File: src/rtl/stack_unit.sv
// stack_unit: 16-bit word LIFO with narrow/wide push/pop FSM; define STACK_GUARD_EN for bounds checking
module stack_unit #(
    parameter int DEPTH = 64
) (
    input  logic        clk,
    input  logic        rst,
    input  logic        op_valid,
    input  logic        op_push,
    input  logic        op_wide,
    input  logic [31:0] data_in,
    output logic        op_ready,
    output logic        done,
    output logic [31:0] data_out,
    output logic        err,
    output logic [31:0] sp,
    output logic        full,
    output logic        empty
);
    localparam int AW = $clog2(DEPTH);
    localparam logic [31:0] SP_TOP = 32'(2 * DEPTH);

    typedef enum logic [1:0] {IDLE, W1, W2, DONE} state_t;

    state_t      state;
    logic        push_q;
    logic        wide_q;
    logic [31:0] data_q;
    logic [15:0] lo_q;
    logic [31:0] sp_q;
    logic [15:0] mem [DEPTH];
    logic        accept;
    logic        viol;
    logic        step;
    logic [AW-1:0] rd_idx;
    logic [AW-1:0] wr_idx;
    logic [15:0] rd_word;
    logic [15:0] wr_word;

    assign accept   = op_valid && (state == IDLE);
    assign step     = (state == W1) || (state == W2);
    assign rd_idx   = sp_q[AW:1];
    assign wr_idx   = rd_idx - AW'(1);
    assign rd_word  = mem[rd_idx];
    assign wr_word  = (state == W1 && wide_q) ? data_q[31:16] : data_q[15:0];
    assign op_ready = (state == IDLE);
    assign sp       = sp_q;
    assign full     = (sp_q == 32'd0);
    assign empty    = (sp_q == SP_TOP);

`ifdef STACK_GUARD_EN
    assign viol = op_push ? (sp_q < (op_wide ? 32'd4 : 32'd2))
                          : (sp_q > (op_wide ? SP_TOP - 32'd4 : SP_TOP - 32'd2));
`else
    assign viol = 1'b0;
`endif

    // Word storage is left unreset; writes happen only in word-step states.
    always_ff @(posedge clk) begin
        if (step && push_q) mem[wr_idx] <= wr_word;
    end

    // Operation sequencer: one word step per W state, guard violations skip straight to DONE.
    always_ff @(posedge clk or negedge rst) begin
        if (!rst) begin
            state    <= IDLE;
            sp_q     <= SP_TOP;
            done     <= 1'b0;
            err      <= 1'b0;
            data_out <= 32'd0;
            push_q   <= 1'b0;
            wide_q   <= 1'b0;
            data_q   <= 32'd0;
            lo_q     <= 16'd0;
        end else begin
            err  <= accept && viol;
            done <= (accept && viol) || (state == W1 && !wide_q) || (state == W2);
            if (step) sp_q <= push_q ? sp_q - 32'd2 : sp_q + 32'd2;
            case (state)
                IDLE: if (op_valid) begin
                    push_q <= op_push;
                    wide_q <= op_wide;
                    data_q <= data_in;
                    state  <= viol ? DONE : W1;
                    if (viol) data_out <= 32'd0;
                end
                W1: begin
                    state <= wide_q ? W2 : DONE;
                    if (!push_q && wide_q) lo_q <= rd_word;
                    if (!push_q && !wide_q) data_out <= {16'h0, rd_word};
                end
                W2: begin
                    state <= DONE;
                    if (!push_q) data_out <= {rd_word, lo_q};
                end
                DONE: state <= IDLE;
            endcase
        end
    end
endmodule

File: config.mk
export PLATFORM = sky130hd
export DESIGN_NAME = stack_unit
export DESIGN_NICKNAME = d
export VERILOG_FILES = /design/src/rtl/stack_unit.sv
export SDC_FILE = /design/constraint.sdc
export NUM_CORES = 1
export LEC_CHECK = 0
export BUFFER_PORTS_ARGS = -buffer_cell sky130_fd_sc_hd__buf_2
export CORE_MARGIN = 2
export CORE_UTILIZATION = 62
export DETAILED_ROUTE_END_ITERATION = 10
export PLACE_DENSITY = 0.79
export SYNTH_ARGS = -nofsm -noshare
export SYNTH_HDL_FRONTEND = slang
export SYNTH_SLANG_ARGS = --single-unit
File: constraint.sdc
create_clock -name clk -period 4.41 [get_ports clk]
set_clock_uncertainty 0.05 [all_clocks]
set_input_delay 1.1025 -clock clk [delete_from_list [all_inputs] [get_ports clk]]
set_output_delay 1.1025 -clock clk [all_outputs]
set_load 0.005 [all_outputs]
# Word level (Yosys, flattened, before mapping)
# Memory sizes are Yosys's and may differ from the RTL's.
# Index checks and enable logic that the tools add are counted.
# W data, S select, Z words.
[word_totals] reg_bits=117 ramBits=1024 elab_cells=44 output_inout_bits=69 input_bits=37 n_memories=1
[memory_table] name="mem" depth=64 width=16 rd=1 rd_ports_with_merged_regs=0 write_ports=1 line_no="30" source="logic [15:0] mem [DEPTH];"
[classes] add_sub_neg=3 n_reduce_logical=15 n_eq_ne=7 n_mux=10
[op_table] operator="$mux W32" count=3
[op_table] operator="$pmux W32 S2" count=1
[op_table] operator="$add A32 B2 Y32 const B" count=1
[op_table] operator="$eq A32 B8 Y1 const B" count=1
[op_table] operator="$logic_not A32 Y1" count=1
[op_table] operator="$sub A32 B2 Y32 const B" count=1
[op_table] operator="$mux W16" count=1
[op_table] operator="$pmux W2 S4" count=1
[op_table] operator="$sub A6 B1 Y6 const B" count=1
[op_table] operator="$logic_and A1 B1 Y1" count=5
[op_table] operator="$eq A2 B2 Y1 const B" count=2
[op_table] operator="$ne A2 B2 Y1 const B" count=2
[op_table] operator="$reduce_and A2 Y1" count=2
[op_table] operator="$mux W1" count=3
[op_table] operator="$reduce_and A3 Y1" count=1
[op_table] operator="$eq A2 B1 Y1 const B" count=1
[op_table] operator="$logic_not A1 Y1" count=2
[op_table] operator="$logic_not A2 Y1" count=1
[op_table] operator="$logic_or A1 B1 Y1" count=2
[op_table] operator="$mux W2" count=1
[op_table] operator="$ne A2 B1 Y1 const B" count=1
[op_table] operator="$reduce_bool A2 Y1" count=1

# Logic depth before layout (Yosys ltp)
[logic_depth] depth_word=5 mapped_depth=14

# Worst setup path after synthesis
# No wires, ideal clock.
[synth_timing] kind="reg-to-reg" start="register sp_q[1], in the netlist sp[1]" end="memory mem[0][0], enable pin" t_arrival_ps=3075 setup_time_ps=388 t_required_ps=3972 path_stages_with_launch=15 synth_period_minus_slack_ps=3514 slack_ps=896 path_buffers=5 path_cell_list="dfrtp_1 buf_6 buf_6 buf_6 buf_4 inv_1 ha_1 inv_1 o21ai_0 o221ai_1 a21oi_1 a21oi_1 or2_2 clkbuf_1 nor2_1"
[synth_between] elab_chain_cells=1
[synth_rtl] element="start: declaration" line_no="29" source="logic [31:0] sp_q;"
[synth_rtl] element="start signal: assignment" line_no="77" source="if (step) sp_q <= push_q ? sp_q - 32'd2 : sp_q + 32'd2;"
[synth_rtl] element="$sub A6 B1 Y6" line_no="42" source="assign wr_idx = rd_idx - AW'(1);"
[synth_rtl] element="via wr_idx[0]" line_no="35" source="logic [AW-1:0] wr_idx;"
[synth_rtl] element="end: declaration" line_no="30"
# The timed path passes the listed nets, and every way through them passes these cells.

# Worst setup path after layout
[layout_timing] start="register sp_q[2], in the netlist sp[2]" end="output full"
[layout_between] elab_chain_cells=1
[layout_rtl] element="$logic_not A32 Y1" line_no="47" source="assign full = (sp_q == 32'd0);"
[layout_rtl] element="end: declaration" line_no="16" source="output logic full,"
# No other way between the ends.

==> metrics.cfg <==
[timing]
slew_viol_final = 0
hold_viol_final = 0
fmax_mhz = 237.8
finalSetupTns_ps = 0
max_slew_margin = 0.08141
period_share = 0.9535
tightestPinTransition_ps = 1378
finalCriticalPeriod_ps = 4205
finalSetupViolations = 0
layout_setup_ws_ps = 205.2
rsz0062_at_grt = false

[clocking]
h-tree-depth = 3
cts.root.buffer_cell = clkbuf_16
clock_sinks = 1140
path_clk_slew_ps = 60
cts_buffers = 110
insertion_delay_ps = 700
cts_tree = done
postCtsHoldBufs = 0
clockBufferDepth = 3

[placement]
port-buffer-count = 103
place_area_um2 = 47760
gp_congestion = 0.9153
dpl_worst_slack_ps = 678.7
post-dp-hpwl_um = 64550

[detailed_routing]
postRouteWirelength_um = 114100
first_iter_violations = 3817
ant_nets = 0
drc = 0
dr.pass1.iters = 6
wl_per_cell_um = 31.81
viasPerCell = 6.899
vias = 24750

[critical_path]
crit_path_max_fanout = 34
crit_required_ps = 3260
arrival_ps = 3050
cp-start-kind = register
cp-end-kind = output port
worst_r2r_path_depth = 9
critical_path_class = reg -> out
r2r_start = push_q$_DFFE_PN0P_
regToRegSetupSlack_ps = 570
worst_r2r_endpoint = sp[21]$_DFFE_PN0N_

[synthesis]
yosysTopAreaCell = edfxtp_1
avgSynthCellArea_um2 = 19.61
syn_area_um2 = 45660
synthArstFlopShare = 0.1018
seq_area_frac_synth = 0.7370
synth_flop_cell = edfxtp_1
synth_edf_count = 1024
synth_top_cell_area_share = 0.6734
synth_common_cells = edfxtp_1 (1024), mux4_2 (272), nand2_1 (118)
synth_cells = 2328
yosysWarnings = 0
ys_ff_latch = 1140
netlist_top_cells_area = edfxtp_1 (67%), mux4_2 (13%), dfrtp_1 (6.3%), mux2_2 (2.0%), mux2i_1 (1.4%)
yosysMostFrequentCell = edfxtp_1
yosysUniqueCellTypes = 64

[grt]
antenna_found_initial = 5
gr-usage-all-layers = 0.3076
grt_max_degree = 118
overflow = 0
grt_pass1_vias = 24890
grt_first_pass_wirelength_um = 167200

[power_and_ir_drop]
p_leak_nw = 17.32
ir_drop_mv = 1.215
p_per_area_nw_per_um2 = 774.1

[floorplanning]
core_um2 = 72960
fp-row-count = 99
die_w_um = 275.4
io_pins = 106
dieArea_um2 = 75830
die_height_um = 275.4
start_util = 0.6259

[final_layout]
fin_nets = 2610
drive_gt1_frac = 0.2808
postLayoutCellArea_um2 = 51380
fin_util = 0.7042
area_growth_syn_to_layout_pct = 12.52

[worst_hold_path]
min_path_type = reg -> reg
holdCritStartpoint = lo_q[3]$_DFFE_PN0P_
holdPathStages = 2
worst_hold_path.endpoint = lo_q[3]$_DFFE_PN0P_

[run]
cap_violations = 0

[status]
status = complete, no violations

## where the power goes
part / total (mW) / internal, mW / leakage, nW / switching [mW]
Sequential: 15.6 / 14.8 / 10.6 / 0.813
Combinational: 14.7 / 5.54 / 4.94 / 9.20
Clock: 9.40 / 5.36 / 1.73 / 4.04
Total: 39.8 / 25.7 / 17.3 / 14.1
## flip-flops by register name, indices dropped and copies added (netlist names)
register	cells
done	1
mem	1024
wide_q	1
state	2
lo_q	16
push_q	1
data_out	32
sp	31
data_q	32
## kinds of logic (layout without fill, tap and decap cells)
logic type      after synthesis  count (layout)  synth area share
xor+xnor                     25              25          0.004795
other cells                   1               3        0.00008213
flops                      1140            1140            0.7370
compound gates              280             280           0.03888
buf+inv                     147             446           0.01493
fa+ha+maj                    34              34          0.009481
simple gates                283             283           0.02636
mux                         418             418            0.1684
## cell usage in the layout, fill, tap and decap left out, types with 17 or more instances in the layout
master and count:
dfrtp_1 111, clkinv_2 17, o21ai_1 18, buf_2 102, clkbuf_1 27, inv_1 25, mux2_2 82, clkbuf_16 111
mux4_2 272, edfxtp_1 1024, a21oi_1 92, o21ai_0 46, clkinv_1 19, ha_1 33, buf_4 111, mux2i_1 63
o221ai_1 18, nand2_1 118, nor2_1 99
## worst max-delay path by stage
stage	start	endpoint	cells after the start
2_1_floorplan	sp[1]$_DFFE_PN0N_	mem[0][0]$_DFFE_PP_	14
3_3_place_gp	sp[1]$_DFFE_PN0N_	mem[29][10]$_DFFE_PP_	7
3_5_place_dp	sp[1]$_DFFE_PN0N_	mem[29][5]$_DFFE_PP_	7
4_1_cts	sp[1]$_DFFE_PN0N_	full	7
5_1_grt	sp[2]$_DFFE_PN0N_	empty	7
6_report	sp[2]$_DFFE_PN0N_	full	7
## critical path, stage by stage, from the launching register on
cell and delay (ps):
dfrtp_4 700, inv_1 250, ha_1 330, inv_1 250, nor4_1 360, nand4_1 150
nor3_1 160, buf_2 150
## metal layers
metal / GRT usage / vias up / part of all wire
met5: 0 / - / 0.00023
met4: 0.1280 / 4 / 0.043
met3: 0.05463 / 304 / 0.11
met2: 0.4890 / 1850 / 0.49
met1: 0.4299 / 12650 / 0.36
li1: - / 9943 / -
## layout make-up
cell class              count  area (µm²)
clock buffers             139        2893
fillers                  4178       21580
repair buffers            220        1484
inverters                  25       93.84
flip-flops and latches   1140       33670
clock inverters            62       703.2
well taps                 959        1200
multi-input cells        1042       11330
diodes                      1       2.502
## stage by stage
| stage | hold WS [ps] | instances | power (mW) |
|---|---|---|---|
| finish | 440.0 | 3588 | 39.77 |
| global route | 456.4 | 3587 | 41.19 |
| CTS | 440.8 | 3586 | 39.58 |
| detailed placement | 425.4 | 3385 | 30.09 |
| global placement | 412.4 | 3385 | 29.53 |
| floorplan | 400.1 | 2329 | 25.07 |
## repair_timing
action                                  CTS  global route
setup buffers                             0             1
gates resized for setup                   0             0
endpoints found under the setup margin    0             2
Note: power is estimated with default switching activity, not from simulation.
